### src/rtl/inst_decode_stage_pkg.sv
// Shared RV32 decode definitions: opcodes, funct7 values, ALU op encodings and the decoded bundle.
package inst_decode_stage_pkg;

  localparam int unsigned XLEN     = 32;
  localparam int unsigned REG_AW   = 5;
  localparam int unsigned ALU_OP_W = 4;
  localparam int unsigned OPC_W    = 7;
  localparam int unsigned F3_W     = 3;

  localparam logic [OPC_W-1:0] OPC_LUI    = 7'b0110111;
  localparam logic [OPC_W-1:0] OPC_AUIPC  = 7'b0010111;
  localparam logic [OPC_W-1:0] OPC_JAL    = 7'b1101111;
  localparam logic [OPC_W-1:0] OPC_JALR   = 7'b1100111;
  localparam logic [OPC_W-1:0] OPC_BRANCH = 7'b1100011;
  localparam logic [OPC_W-1:0] OPC_LOAD   = 7'b0000011;
  localparam logic [OPC_W-1:0] OPC_STORE  = 7'b0100011;
  localparam logic [OPC_W-1:0] OPC_OP_IMM = 7'b0010011;
  localparam logic [OPC_W-1:0] OPC_OP     = 7'b0110011;
  localparam logic [OPC_W-1:0] OPC_SYSTEM = 7'b1110011;

  localparam logic [6:0] F7_BASE = 7'h00;
  localparam logic [6:0] F7_ALT  = 7'h20;

  localparam logic [F3_W-1:0] F3_ADD_SUB = 3'b000;
  localparam logic [F3_W-1:0] F3_SLL     = 3'b001;
  localparam logic [F3_W-1:0] F3_SRL_SRA = 3'b101;

  localparam logic [XLEN-1:0] INST_NOP    = 32'h0000_0013;
  localparam logic [XLEN-1:0] INST_EBREAK = 32'h0010_0073;
  localparam logic [XLEN-1:0] INST_ECALL  = 32'h0000_0073;

  typedef enum logic [ALU_OP_W-1:0] {
    ALU_ADD    = 4'd0,
    ALU_SUB    = 4'd1,
    ALU_SLL    = 4'd2,
    ALU_SLT    = 4'd3,
    ALU_SLTU   = 4'd4,
    ALU_XOR    = 4'd5,
    ALU_SRL    = 4'd6,
    ALU_SRA    = 4'd7,
    ALU_OR     = 4'd8,
    ALU_AND    = 4'd9,
    ALU_PASS_B = 4'd10
  } alu_op_e;

  // Control bundle handed to the execute stage
  typedef struct packed {
    logic [REG_AW-1:0] rs1;
    logic [REG_AW-1:0] rs2;
    logic [REG_AW-1:0] rd;
    logic [XLEN-1:0]   imm;
    alu_op_e           alu_op;
    logic              src_a_pc;
    logic              src_b_imm;
    logic              rf_wen;
    logic              mem_ren;
    logic              mem_wen;
    logic [F3_W-1:0]   funct3;
    logic              branch;
    logic              jal;
    logic              jalr;
    logic              ebreak;
    logic              illegal;
  } decode_t;

  // Arithmetic op from funct3; alt selects SUB/SRA where that variant exists
  function automatic alu_op_e alu_from_funct3(input logic [F3_W-1:0] f3, input logic alt);
    alu_op_e op;
    case (f3)
      3'b000:  op = alt ? ALU_SUB : ALU_ADD;
      3'b001:  op = ALU_SLL;
      3'b010:  op = ALU_SLT;
      3'b011:  op = ALU_SLTU;
      3'b100:  op = ALU_XOR;
      3'b101:  op = alt ? ALU_SRA : ALU_SRL;
      3'b110:  op = ALU_OR;
      default: op = ALU_AND;
    endcase
    return op;
  endfunction

endpackage

### src/rtl/inst_decode_stage_imm_gen.sv
// Immediate generator: sign-extended 32-bit immediate selected by the instruction format.
module inst_decode_stage_imm_gen
  import inst_decode_stage_pkg::*;
(
  input  logic [XLEN-1:0] inst,
  output logic [XLEN-1:0] imm
);

  logic [OPC_W-1:0] opcode;

  assign opcode = inst[OPC_W-1:0];

  // R-type and unrecognised opcodes carry no immediate
  always_comb begin
    imm = '0;
    case (opcode)
      OPC_LUI, OPC_AUIPC:
        imm = {inst[31:12], 12'h000};
      OPC_JAL:
        imm = {{12{inst[31]}}, inst[19:12], inst[20], inst[30:21], 1'b0};
      OPC_BRANCH:
        imm = {{20{inst[31]}}, inst[7], inst[30:25], inst[11:8], 1'b0};
      OPC_STORE:
        imm = {{21{inst[31]}}, inst[30:25], inst[11:7]};
      OPC_JALR, OPC_LOAD, OPC_OP_IMM, OPC_SYSTEM:
        imm = {{21{inst[31]}}, inst[30:20]};
      default:
        imm = '0;
    endcase
  end

endmodule

### src/rtl/inst_decode_stage.sv
// RV32 decode stage: one-entry skid-free pipeline register with combinational decode of the held word.
// Optional RV32E_REGS_EN: register indices >= 16 used by the format make the instruction illegal.
module inst_decode_stage
  import inst_decode_stage_pkg::*;
(
  input  logic                clock,
  input  logic                reset,
  input  logic                in_valid,
  output logic                in_ready,
  input  logic [XLEN-1:0]     in_inst,
  input  logic [XLEN-1:0]     in_pc,
  input  logic                flush,
  output logic                out_valid,
  input  logic                out_ready,
  output logic [XLEN-1:0]     out_pc,
  output logic [REG_AW-1:0]   out_rs1,
  output logic [REG_AW-1:0]   out_rs2,
  output logic [REG_AW-1:0]   out_rd,
  output logic [XLEN-1:0]     out_imm,
  output logic [ALU_OP_W-1:0] out_alu_op,
  output logic                out_src_a_pc,
  output logic                out_src_b_imm,
  output logic                out_rf_wen,
  output logic                out_mem_ren,
  output logic                out_mem_wen,
  output logic [F3_W-1:0]     out_funct3,
  output logic                out_branch,
  output logic                out_jal,
  output logic                out_jalr,
  output logic                out_ebreak,
  output logic                out_illegal
);

  logic            full_q;
  logic [XLEN-1:0] inst_q;
  logic [XLEN-1:0] pc_q;
  logic            accept;
  logic            drain;

  assign in_ready  = !flush && (!full_q || out_ready);
  assign out_valid = full_q;
  assign accept    = in_valid && in_ready;
  assign drain     = full_q && out_ready;

  // Held word stays put on drain/flush so the decoded outputs never glitch to garbage
  always_ff @(posedge clock) begin
    if (reset) begin
      full_q <= 1'b0;
      inst_q <= INST_NOP;
      pc_q   <= '0;
    end else if (flush) begin
      full_q <= 1'b0;
    end else if (accept) begin
      full_q <= 1'b1;
      inst_q <= in_inst;
      pc_q   <= in_pc;
    end else if (drain) begin
      full_q <= 1'b0;
    end
  end

  logic [OPC_W-1:0]  opcode;
  logic [REG_AW-1:0] rs1_f;
  logic [REG_AW-1:0] rs2_f;
  logic [REG_AW-1:0] rd_f;
  logic [F3_W-1:0]   funct3;
  logic [6:0]        funct7;
  logic [XLEN-1:0]   imm;

  assign opcode = inst_q[6:0];
  assign rd_f   = inst_q[11:7];
  assign funct3 = inst_q[14:12];
  assign rs1_f  = inst_q[19:15];
  assign rs2_f  = inst_q[24:20];
  assign funct7 = inst_q[31:25];

  inst_decode_stage_imm_gen u_imm_gen (
    .inst (inst_q),
    .imm  (imm)
  );

  decode_t dec;
  logic    use_rs1;
  logic    use_rs2;
  logic    use_rd;

  // Register fields the format does not use are reported as x0 so hazard logic can ignore them
  always_comb begin
    dec        = '0;
    dec.alu_op = ALU_ADD;
    dec.funct3 = funct3;
    dec.imm    = imm;
    use_rs1    = 1'b0;
    use_rs2    = 1'b0;
    use_rd     = 1'b0;

    case (opcode)
      OPC_LUI: begin
        use_rd        = 1'b1;
        dec.alu_op    = ALU_PASS_B;
        dec.src_b_imm = 1'b1;
        dec.rf_wen    = 1'b1;
      end
      OPC_AUIPC: begin
        use_rd        = 1'b1;
        dec.src_a_pc  = 1'b1;
        dec.src_b_imm = 1'b1;
        dec.rf_wen    = 1'b1;
      end
      OPC_JAL: begin
        use_rd        = 1'b1;
        dec.src_a_pc  = 1'b1;
        dec.src_b_imm = 1'b1;
        dec.rf_wen    = 1'b1;
        dec.jal       = 1'b1;
      end
      OPC_JALR: begin
        use_rd        = 1'b1;
        use_rs1       = 1'b1;
        dec.src_a_pc  = 1'b1;
        dec.src_b_imm = 1'b1;
        dec.rf_wen    = 1'b1;
        dec.jalr      = 1'b1;
      end
      OPC_BRANCH: begin
        use_rs1    = 1'b1;
        use_rs2    = 1'b1;
        dec.branch = 1'b1;
      end
      OPC_LOAD: begin
        use_rd        = 1'b1;
        use_rs1       = 1'b1;
        dec.src_b_imm = 1'b1;
        dec.rf_wen    = 1'b1;
        dec.mem_ren   = 1'b1;
      end
      OPC_STORE: begin
        use_rs1       = 1'b1;
        use_rs2       = 1'b1;
        dec.src_b_imm = 1'b1;
        dec.mem_wen   = 1'b1;
      end
      OPC_OP_IMM: begin
        use_rd        = 1'b1;
        use_rs1       = 1'b1;
        dec.src_b_imm = 1'b1;
        dec.rf_wen    = 1'b1;
        // funct7 is only an opcode extension for the shift immediates
        dec.alu_op    = alu_from_funct3(funct3, (funct3 == F3_SRL_SRA) && (funct7 == F7_ALT));
        if (funct3 == F3_SLL) begin
          dec.illegal = (funct7 != F7_BASE);
        end else if (funct3 == F3_SRL_SRA) begin
          dec.illegal = (funct7 != F7_BASE) && (funct7 != F7_ALT);
        end
      end
      OPC_OP: begin
        use_rd      = 1'b1;
        use_rs1     = 1'b1;
        use_rs2     = 1'b1;
        dec.rf_wen  = 1'b1;
        dec.imm     = '0;
        dec.alu_op  = alu_from_funct3(funct3, funct7 == F7_ALT);
        dec.illegal = !((funct7 == F7_BASE) ||
                        ((funct7 == F7_ALT) &&
                         ((funct3 == F3_ADD_SUB) || (funct3 == F3_SRL_SRA))));
      end
      OPC_SYSTEM: begin
        if (inst_q == INST_EBREAK) begin
          dec.ebreak = 1'b1;
        end else if (inst_q != INST_ECALL) begin
          dec.illegal = 1'b1;
        end
      end
      default: begin
        dec.illegal = 1'b1;
      end
    endcase

`ifdef RV32E_REGS_EN
    if ((use_rs1 && rs1_f[REG_AW-1]) || (use_rs2 && rs2_f[REG_AW-1]) ||
        (use_rd && rd_f[REG_AW-1])) begin
      dec.illegal = 1'b1;
    end
`endif

    dec.rs1 = use_rs1 ? rs1_f : '0;
    dec.rs2 = use_rs2 ? rs2_f : '0;
    dec.rd  = use_rd  ? rd_f  : '0;

    // An illegal word must not have any architectural side effect
    if (dec.illegal) begin
      dec.rf_wen  = 1'b0;
      dec.mem_ren = 1'b0;
      dec.mem_wen = 1'b0;
      dec.branch  = 1'b0;
      dec.jal     = 1'b0;
      dec.jalr    = 1'b0;
    end
    if (dec.rd == '0) begin
      dec.rf_wen = 1'b0;
    end
  end

  assign out_pc        = pc_q;
  assign out_rs1       = dec.rs1;
  assign out_rs2       = dec.rs2;
  assign out_rd        = dec.rd;
  assign out_imm       = dec.imm;
  assign out_alu_op    = dec.alu_op;
  assign out_src_a_pc  = dec.src_a_pc;
  assign out_src_b_imm = dec.src_b_imm;
  assign out_rf_wen    = dec.rf_wen;
  assign out_mem_ren   = dec.mem_ren;
  assign out_mem_wen   = dec.mem_wen;
  assign out_funct3    = dec.funct3;
  assign out_branch    = dec.branch;
  assign out_jal       = dec.jal;
  assign out_jalr      = dec.jalr;
  assign out_ebreak    = dec.ebreak;
  assign out_illegal   = dec.illegal;

endmodule

### config.mk
export PLATFORM = sky130hd
export DESIGN_NAME = inst_decode_stage
export DESIGN_NICKNAME = d
export VERILOG_FILES = /design/src/rtl/inst_decode_stage_pkg.sv /design/src/rtl/inst_decode_stage_imm_gen.sv /design/src/rtl/inst_decode_stage.sv
export SDC_FILE = /design/constraint.sdc
export NUM_CORES = 1
export LEC_CHECK = 0
export BUFFER_PORTS_ARGS = -buffer_cell sky130_fd_sc_hd__buf_2
export CAP_MARGIN = 10
export CORE_MARGIN = 4
export CORE_UTILIZATION = 45
export DETAILED_ROUTE_END_ITERATION = 8
export PLACE_DENSITY = 0.79
export SYNTH_ARGS = -nofsm -noshare
export SYNTH_HDL_FRONTEND = slang
export SYNTH_SLANG_ARGS = --single-unit
### constraint.sdc
create_clock -name clock -period 2.4 [get_ports clock]
set_input_delay 0.12 -clock clock [delete_from_list [all_inputs] [get_ports clock]]
set_output_delay 0.12 -clock clock [all_outputs]
set_load 0.03 [all_outputs]
==> summary.md, run 1 <==
| Metric | Value |
|---|---|
| CTS HTree Levels | 3 |
| First-pass GRT wire length | 16600 um |
| # nets final | 663 |
| Final hold vios | 0 |
| Drt first pass iters | 4 |
| Final instance area | 0.00438 mm^2 |
| Max cap viols | 0 |
| Setup Fix Bufs, Post-CTS | 0 |
| CTS sink cnt | 65 |
| Die Y | 93.2 um |
| Sw power | 837 uW |
| Grt total ovfl | 0 |
| Startpoint types | flop |
| Die Area | 0.00869 mm^2 |
| Worst min-delay path class | in2reg |
| Yosys cell types | 49 |
| Final setup viols | 0 |
| Die width | 93.2 um |
| Int Pwr | 1880 uW |
| Synthesized flop and latch total | 65 |
| Pwr Total | 2720 uW |
| Largest net degree at the start of global routing | 36 |
| Clk_lat worst skew | 330 ps |
| Worst vdd ir | 0.364 mV |
| Initial antenna violation count | 1 |
| Period utilization | 91.3% |
| Number of global-route vias before repair | 3552 |
| Starting Density | 47.3% |
| Setup_tns | 0 ps |
| Post-Syn Instances | 439 |
| Fmax | 457 MHz |
| Core ar. | 0.00691 mm^2 |
| Tot GR Track Use | 23.5% |
| Wire length per cell | 14.5 um |
| Power share of the clock group | 35.2% |
| Number of synthesized flops with an enable pin | 0 |
| Comb power frac | 21.0% |
| P per Cell Area | 622 mW/mm^2 |
| # DRC | 0 |
| Slew headroom | 67.7% |
| Slew Viols, Final | 0 |
| CTS tree | yes |
| Outcome | completed |
| Post-Syn Area | 0.00327 mm^2 |
| # port buffers | 166 |
| Fin crit period | 2190 ps |
| Sequential fraction of design power | 43.8% |
| Root Buffer | clkbuf_8 |
| DP Area | 0.00414 mm^2 |
| RSZ-0062 raised after global routing | no |
| Share of synthesized flip-flops with an asynchronous set or reset | 0% |
| Crit-path max FO | 15 |
| Worst Setup Path Type | reg2out |
| Least-Margin Pin Slew | 479 ps |
| Sw frac | 30.8% |
| DR vias | 3627 |
| Gpl congestion | 0.959 |
| Mapped Nets | 508 |
| Worst Skew | 4.61 ps |
| Syn avg cell area | 7.44 um^2 |
| Register area share after synthesis | 39.8% |
| Num rows | 30 |
| Area added between synthesis and finish | 34.0% |
| Layout cells sized above 1 | 34.3% |
| Leak Pwr | 0.00224 uW |
| Clk slew on worst S/H paths | 60 ps |
| Ys flop type | dfxtp_1 |
| Data required, critical path | 2280 ps |
| TritonCTS Buffers | 9 |
| Drt via density | 5.23 |
| Drt first-iter violations | 153 |
| Number of diodes | 0 |
| CTS Buffer Depth | 2 |
| Synth warnings | 0 |
| Worst endpoint data arrival time | 2070 ps |
| Critical Path Sink Type | primary output |
| Top Ports | 167 |
| Detailed Route WL | 10000 um |
| HPWL after DPL | 7570 um |
| Routed Antenna Nets | 0 |
-- synthesized netlist by cell type (2+ instances only) --
cell	n	area share, %
nand2b_1	5	0.96
dfxtp_1	65	40
nand3_1	7	1.1
and2_1	24	4.6
a21o_1	22	5.1
nor3_2	2	0.61
nand3b_1	3	0.69
o21ai_2	2	0.54
a32o_1	6	1.8
buf_2	8	1.2
o21ai_1	2	0.31
inv_1	4	0.46
nor3_1	4	0.61
clkbuf_1	16	1.8
buf_4	5	1.1
a21oi_1	66	10
nor2_1	11	1.3
nor2b_1	3	0.57
nor4_1	4	0.77
nand2_1	140	16
buf_1	5	0.57
a31oi_1	2	0.38
o21ai_0	6	0.92
nand4_1	2	0.38
-- area by class of cell --
type	count	area, um^2
repair buffers	178	928
well taps	96	120
multi-input cells	336	1810
inverters	4	15.0
flip-flops and latches	65	1300
clock inverters	2	37.5
clock buffers	12	165
fillers	687	2530
-- what timing repair did --
item,CTS,global route
pin swaps,0,0
hold buffers,3,0
cloned,0,0
endpoints found under the setup margin,7,11
endpoints found under the hold margin,3,0
gates resized for setup,1,1
-- state kept, by name (all words and copies together) (netlist names) --
name,cells
out_pc,32
out_valid,1
inst_q,32
-- per-layer routing --
layer / vias up / GRT usage, % / share of wire (%)
met4: 2 / 8.30 / 1.8
met3: 18 / 7.56 / 11
met2: 163 / 41.0 / 48
li1: 1785 / - / -
met5: - / 0 / 0.12
met1: 1659 / 27.0 / 39
-- stage by stage --
step	instances	setup WS (ps)	util (%)	hold slack, ps
floorplan	439	460	-	199
global route	693	43.5	63.4	7.40
finish	693	210	63.4	3.75
CTS	693	115	63.4	1.81
detailed placement	676	347	59.9	322
global placement	676	440	59.9	316
-- worst max-delay path, cell delays in order (launching register included) --
cell      delay [ps]
dfxtp_1          440
nand4b_2         340
or2_4            310
a21boi_4         310
a21o_1           130
buf_2            200
-- cells by family (layout without fill, tap and decap cells) --
kind of cell | count (synthesis) | after routing | synth area share, %
DFF | 65 | 65 | 39.8
AOI/OAI and AO/OA | 117 | 117 | 22.5
and+or+nand+nor | 217 | 217 | 31.8
muxes | 1 | 1 | 0.306
xor gates and xnor gates | 1 | 1 | 0.268
buffers and inverters | 38 | 196 | 5.25
-- final timing paths --
path	start	end	slack [ps]	cells past startpoint
setup reg to reg	out_valid	out_pc[8]	910	5
hold reg to reg	out_pc[30]	out_pc[30]	450	2
hold / removal	in_inst[0]	inst_q[0]	4	3
setup / recovery	inst_q[4]	out_imm[29]	210	5
-- power by group through the flow --
| stage | Combinational, uW | Sequential, uW | Clock [uW] |
|---|---|---|---|
| floorplan | 350 | 1240 | 0 |
| global placement | 557 | 1210 | 0 |
| detailed placement | 566 | 1210 | 0 |
| CTS | 573 | 1190 | 975 |
| global route | 625 | 1200 | 1020 |
| finish | 571 | 1190 | 958 |
-- placed cells by master, fill, tap and decap left out, drive strengths merged, types with 2 or more instances in the layout --
cell type / Yosys / layout
a21oi: 66 / 66
nand3b: 4 / 4
inv: 4 / 4
nor2: 11 / 11
dlygate4sd3: 0 / 3
nand4: 2 / 2
nor4: 5 / 5
nand2: 140 / 140
clkbuf: 16 / 12
dfxtp: 65 / 65
a32o: 6 / 6
buf: 18 / 175
a31oi: 2 / 2
nor3: 7 / 7
nor2b: 3 / 3
and2: 24 / 24
a21o: 22 / 22
nand3: 7 / 7
or2: 3 / 3
o21ai: 10 / 10
nand2b: 5 / 5
Power figures use the tool's default switching activity.
==> inputs of run 2 (changes only) <==
ABC_AREA = 1   (was not set)
clock period = 2.3 ns   (was 2.4 ns; I/O delays follow)
==> summary.md, run 2 <==
| Metric | Value |
|---|---|
| Most common cell after layout, fill and taps aside | buf_2 |
| Worst Setup Path Type | reg2out |
| Number of global-route vias before repair | 3457 (-2.7%) |
| CTS HTree Levels | 3 (unchanged) |
| Syn avg cell area | 6.79 um^2 (-8.7%) |
| Hold Slack | 8.46 ps (+4.70 ps) |
| CTS tree | yes |
| Least-Margin Pin Slew | 812 ps (+333 ps) |
| Worst R2R Start | out_valid |
| Share of synthesized flip-flops with an asynchronous set or reset | 0% (unchanged) |
| Starting Density | 46.1% (-1.2 points) |
| Sw frac | 34.3% (+3.5 points) |
| Sequential fraction of design power | 39.5% (-4.3 points) |
| # port buffers | 166 (unchanged) |
| Clk slew on worst S/H paths | 80 ps (+20 ps) |
| Placed cell count | 736 (+8.9%) |
| Critical Path Sink Type | primary output |
| Comb power frac | 25.1% (+4.1 points) |
| Root Buffer | clkbuf_8 |
| Outcome | completed |
| Wire length per cell | 13.1 um (-9.6%) |
| Initial antenna violation count | 0 (-1) |
| Grt total ovfl | 0 (unchanged) |
| Largest net degree at the start of global routing | 57 (+58%) |
| Drt first pass iters | 4 (unchanged) |
| Fill cell count | 645 (-6.1%) |
| P per Cell Area | 682 mW/mm^2 (+9.7%) |
| Post-Syn Area | 0.00334 mm^2 (+2.3%) |
| Drt first-iter violations | 194 (+27%) |
| Final setup viols | 0 (unchanged) |
| Post-route setup slack | 190 ps (-20.1 ps) |
| Register area share after synthesis | 38.9% (-0.89 points) |
| Largest area contributor in the synthesized netlist | dfxtp_1 |
| Gpl congestion | 0.951 (-0.88%) |
| Max cap viols | 0 (unchanged) |
| Int Pwr | 2060 uW (+9.4%) |
| Power share of the clock group | 35.5% (+0.3 points) |
| TritonCTS Buffers | 9 (unchanged) |
| Slew headroom | 45.8% (-22 points) |
| Tot GR Track Use | 22.3% (-1.3 points) |
| Crit-path cells | nand2_2 -> nor2_8 -> nand3_1 -> nand2_2 -> nor2_4 -> nand2_2 -> nand2_2 -> nand3_1 -> buf_2 |
| First-pass GRT wire length | 15800 um (-4.8%) |
| Register Area | 0.00130 mm^2 (unchanged) |
| Layout cells sized above 1 | 35.7% (+1.3 points) |
| Worst R2R End | inst_q[4] |
| Area contributors post-synth | dfxtp_1, nand2_1, a21oi_1 |
| CTS Buffer Depth | 2 (unchanged) |
| Clk_lat worst skew | 350 ps (+20 ps) |
| Worst min-delay path class | in2reg |
| CP startpoint | inst_q[1] |
| Sw power | 1080 uW (+29%) |
| Cell mode on critical path | nand2_2 |
| HPWL after DPL | 7620 um (+0.68%) |
| Startpoint types | flop |
| Slowest stage delay, CP | 350 ps (-90 ps) |
| Die Area | 0.00887 mm^2 (+2.1%) |
| Die Y | 94.2 um (+1.0%) |
| Drt via density | 4.91 (-6.2%) |
| Crit-path max FO | 12 (-3) |
| Top Ports | 167 (unchanged) |
| Slew Viols, Final | 0 (unchanged) |
| Final hold vios | 0 (unchanged) |
| Num rows | 31 (+3.3%) |
| Number of diodes | 0 (unchanged) |
| Core ar. | 0.00725 mm^2 (+5.0%) |
| Routed Antenna Nets | 0 (unchanged) |
| Yosys cell types | 33 (-33%) |
| Fin crit period | 2110 ps |
| Commonest cells after routing, fill and taps aside | buf_2, nand2_1, a21oi_1, dfxtp_1, nor2_1 |
| Reg2Reg Setup Slack | 860 ps (-50 ps) |
| Most common cell in the netlist | nand2_1 |
| Synth cell count leaders | nand2_1, a21oi_1, dfxtp_1 |
| Ys flop type | dfxtp_1 |
| Post-Syn Instances | 492 (+12%) |
| Worst endpoint data arrival time | 2000 ps (-70 ps) |
| Post-synth top area share | 38.9% (-0.89 points) |
| Die width | 94.2 um (+1.0%) |
| Worst Skew | 11.0 ps (+6.37 ps) |
| Slowest-stage cell, CP | dfxtp_1 |
| Critical Path Sink | out_imm[11] |
| Synth warnings | 0 (unchanged) |
| Period utilization | 91.7% |
| Area occupied by multi-input gates | 0.00172 mm^2 (-4.9%) |
| Mapped Nets | 561 (+10%) |
| # nets final | 734 (+11%) |
| Fin cells | 769 (+11%) |
| Detailed Route WL | 10100 um (+0.35%) |
| DR vias | 3774 (+4.1%) |
| Data required, critical path | 2180 ps (-100 ps) |
| Post-Place Worst Slack | 555 ps (+208 ps) |
| Fmax | 474 MHz |
| Worst vdd ir | 0.441 mV (+21%) |
| Synthesized flop and latch total | 65 (unchanged) |
| RSZ-0062 raised after global routing | no |
| Setup_tns | 0 ps (unchanged) |
| Number of synthesized flops with an enable pin | 0 (unchanged) |
| Area added between synthesis and finish | 37.7% |
| # DRC | 0 (unchanged) |
| Reg2Reg Depth | 6 (+1) |
| Leak Pwr | 0.00243 uW (+8.6%) |
| CTS sink cnt | 65 (unchanged) |
## run 2: logic make-up (layout without fill, tap and decap cells)
| kind of cell | count (synthesis) | count (layout) | synth area share (%) |
|---|---|---|---|
| buffers and inverters | 76 | 254 | 9.70 |
| AND/OR/NAND/NOR | 242 | 242 | 34.4 |
| flip-flops | 65 | 65 | 38.9 |
| AO/OA/AOI/OAI | 109 | 109 | 16.9 |
## run 2: layer usage
metal / track usage [%] / share of wire, %
met5: 0 / 0
met4: 6.86 / 1.6
met3: 6.65 / 10
met2: 36.8 / 48
met1: 27.8 / 41
## run 2: final cells by class
cell class	count	share of cell area, %
multi-input combinational	351	37.4
sequential	65	28.3
timing repair buffer	188	22.6
inverter	50	4.19
clock buffer	9	2.69
tap	99	2.69
clock inverter	7	2.18
## run 2: how the worst min path moves through the flow
stage,from,endpoint,slack (ps),cells after the start
final,in_pc[16],out_pc[16],8,3
after detailed placement,flush,out_valid,300,2
after global routing,in_pc[15],out_pc[15],10,3
after floorplan,flush,out_valid,190,1
after CTS,in_pc[2],out_pc[2],1,3
after global placement,flush,out_valid,300,2
## run 2: power groups by stage
stage	clock network [uW]	registers, uW	logic, uW
floorplan	0	1310	490
global placement	0	1260	754
CTS	1140	1240	787
detailed placement	0	1260	763
finish	1110	1240	787
global route	1190	1250	858
## run 2: critical path: cells and delay by family, from the launching register on
| family | cells | cell delay (ps) |
|---|---|---|
| buffers and inverters | 1 | 200 |
| flip-flops | 1 | 350 |
| AND/OR/NAND/NOR | 8 | 1080 |
## run 2: per-stage QoR
stage,cell area [um^2],power [uW],util [%]
detailed placement,4210,2020,58.0
global placement,4210,2010,58.0
finish,4600,3140,63.4
floorplan,3340,1800,-
CTS,4600,3160,63.4
global route,4600,3290,63.4
## run 2: timing repair
item                                   in CTS  in global routing
buffers inserted                            0                  0
gates resized for setup                     0                  1
setup endpoints to repair                   0                  1
endpoints found under the hold margin      17                  0
hold buffers                               17                  0
==> inputs of run 3 (changes only) <==
--- a/config.mk
+++ b/config.mk
@@ -11,4 +11,5 @@
 export CORE_MARGIN = 4
 export CORE_UTILIZATION = 45
+export CTS_CLUSTER_SIZE = 20
 export DETAILED_ROUTE_END_ITERATION = 8
 export PLACE_DENSITY = 0.79
==> constraint.sdc (replaced) <==
create_clock -name clock -period 2.3 [get_ports clock]
set_input_delay 0.46 -clock clock [delete_from_list [all_inputs] [get_ports clock]]
set_output_delay 0.46 -clock clock [all_outputs]
set_load 0.03 [all_outputs]
==> summary.md, run 3 (same netlist as run 2, synthesis figures left out) <==
| Metric | Value |
|---|---|
| Outcome | complete, but fails checks |
| Failing checks | negative setup slack |
| Routed Antenna Nets | 0 (unchanged) |
| Tot GR Track Use | 22.1% (-0.14 points) |
| Sequential fraction of design power | 39.9% (+0.4 points) |
| Fin crit period | 2360 ps (+250 ps) |
| Drt via density | 5.01 (+2.0%) |
| CTS sink cnt | 65 (unchanged) |
| DP Area | 0.00423 mm^2 (+0.54%) |
| Die Y | 94.2 um (unchanged) |
| Most common cell after layout, fill and taps aside | nand2_1 |
| Placed cell count | 739 (+0.41%) |
| Gpl congestion | 0.917 (-3.5%) |
| Die Area | 0.00887 mm^2 (unchanged) |
| Fill cell count | 635 (-1.6%) |
| Worst endpoint data arrival time | 1900 ps (-100 ps) |
| CP bufs+invs | 4 (+3) |
| HPWL after DPL | 7700 um (+1.1%) |
| Int Pwr | 2000 uW (-3.2%) |
| Layout cells sized above 1 | 41.8% (+6.1 points) |
| Clk slew on worst S/H paths | 80 ps (about the same) |
| Final instance area | 0.00485 mm^2 (+5.5%) |
| # DRC | 0 (unchanged) |
| Comb power frac | 28.3% (+3.2 points) |
| Root Buffer | clkbuf_8 |
| Initial antenna violation count | 0 (unchanged) |
| P per Cell Area | 644 mW/mm^2 (-5.6%) |
| Commonest cells after routing, fill and taps aside | nand2_1, buf_2, a21oi_1, dfxtp_1 |
| Worst Setup Path Type | reg2out |
| Grt total ovfl | 0 (unchanged) |
| Slew headroom | 77.1% (+31 points) |
| Hold Slack | 279 ps (+270 ps) |
| Cell mode on critical path | nand2_4 |
| Startpoint types | flop |
| CP delay by family, top | simple AND/OR/NAND/NOR gates |
| Period utilization | 103% (+11 points) |
| Crit-path max FO | 7 (-5) |
| Slowest stage delay, CP | 340 ps (about the same) |
| # port buffers | 166 (unchanged) |
| Hold_buf cts | 0 (-17) |
| Number of diodes | 0 (unchanged) |
| DR vias | 3806 (+0.85%) |
| Power share of the clock group | 31.8% (-3.7 points) |
| Starting Density | 46.1% (unchanged) |
| Data required, critical path | 1840 ps (-340 ps) |
| Fmax | 424 MHz (-11%) |
| Slowest-stage cell, CP | dfxtp_2 |
| Largest net degree at the start of global routing | 37 (-35%) |
| Post-route setup slack | -59.8 ps (-250 ps) |
| Min-Delay Startpoint | flush |
| Final hold vios | 0 (unchanged) |
| Num rows | 31 (unchanged) |
| Sw power | 1130 uW (+4.9%) |
| Sw frac | 36.1% (+1.8 points) |
| Max cap viols | 0 (unchanged) |
| # nets final | 725 (-1.2%) |
| Drt first-iter violations | 224 (+15%) |
| RSZ-0062 raised after global routing | yes |
| Area added between synthesis and finish | 45.2% |
| Least-Margin Pin Slew | 342 ps (-470 ps) |
| Final setup viols | 19 (+19) |
| Register Area | 0.00132 mm^2 (+1.1%) |
| CTS Buffer Depth | 2 (unchanged) |
| TritonCTS Buffers | 9 (unchanged) |
| Critical Path Sink Type | primary output |
| Reg2Reg Setup Slack | 1000 ps (+140 ps) |
| Fin cells | 760 (-1.2%) |
| Die width | 94.2 um (unchanged) |
| Worst min-delay path class | in2reg |
| Area occupied by multi-input gates | 0.00192 mm^2 (+11%) |
| Worst vdd ir | 0.376 mV (-15%) |
| CTS tree | yes |
| Wire length per cell | 14.0 um (+6.7%) |
| Top Ports | 167 (unchanged) |
| Hold Path Depth | 2 (-1) |
| Worst R2R End | inst_q[9] |
| Drt first pass iters | 5 (+1) |
| CTS HTree Levels | 3 (unchanged) |
| Reg2Reg Depth | 5 (-1) |
| First-pass GRT wire length | 15700 um (-0.96%) |
| Worst Skew | 10.4 ps (-0.577 ps) |
| Detailed Route WL | 10600 um (+5.4%) |
| Core ar. | 0.00725 mm^2 (unchanged) |
| Number of global-route vias before repair | 3406 (-1.5%) |
| Crit-path cells | inv_4 -> nand2_4 -> nor2_8 -> clkinv_4 -> nor2_4 -> inv_4 -> nand2_4 -> nor2_4 -> nand2_4 -> nand2_8 -> nand3_2 -> buf_6 |
| Slew Viols, Final | 0 (unchanged) |
| Clk_lat worst skew | 350 ps (about the same) |
| Worst Hold Endpoint | out_valid |
| Worst R2R Start | out_valid |
| Leak Pwr | 0.00244 uW (+0.34%) |
-- run 3: worst register-to-register path, cell delays in order, from the launching register on --
cell and delay (ps):
dfxtp_1 330, a21oi_1 200, nand2_2 110, buf_4 250, o21ai_0 240, a21oi_1 60
-- run 3: power by group through the flow --
| stage | Clock (uW) | Combinational, uW | Sequential, uW |
|---|---|---|---|
| 4_1_cts | 1020 | 808 | 1240 |
| 5_1_grt | 1080 | 956 | 1250 |
| 3_3_place_gp | 0 | 757 | 1260 |
| 6_report | 993 | 885 | 1250 |
| 3_5_place_dp | 0 | 766 | 1260 |
| 2_1_floorplan | 0 | 490 | 1310 |
-- run 3: final cells by class --
class                           count  share of cell area [%]
Tap cell                           99                    2.55
Inverter                           50                    4.28
Clock inverter                      7                    1.60
Sequential cell                    65                    27.1
Clock buffer                        9                    2.55
Multi-Input combinational cell    353                    39.5
Timing Repair Buffer              177                    22.4
-- run 3: through the flow --
stage	util (%)	power (uW)	setup WS (ps)	setup TNS [ps]
finish	66.9	3120	-59.8	-591
global route	66.9	3280	-135	-4610
CTS	63.3	3070	-23.0	-35.6
detailed placement	58.3	2030	215	0
global placement	58.3	2020	260	0
floorplan	-	1800	-79.1	-316
-- run 3: how the worst max path moves through the flow --
stage	depth (start not counted)	from	slack, ps	end
after global routing	12	inst_q[3]	-140	out_imm[27]
final	12	inst_q[3]	-60	out_imm[27]
after CTS	12	inst_q[3]	-20	out_imm[11]
after global placement	7	inst_q[5]	260	out_imm[1]
after floorplan	6	inst_q[5]	-80	out_imm[1]
after detailed placement	9	inst_q[5]	220	out_imm[11]
-- run 3: what timing repair did --
action                                  CTS  global route
gates cloned                              1             1
endpoints found under the hold margin     0             0
endpoints found under the setup margin   49            51
pin swaps                                 3            12
gates resized for setup                  54            87
buffers inserted                          0             3
-- run 3: layer usage --
layer | track usage [%] | up-vias | routed length [um]
li1 | - | 1904 | -
met1 | 27.1 | 1688 | 4150
met2 | 37.4 | 188 | 5390
met3 | 5.29 | 26 | 893
met4 | 8.30 | 0 | 195
met5 | 0 | - | 0
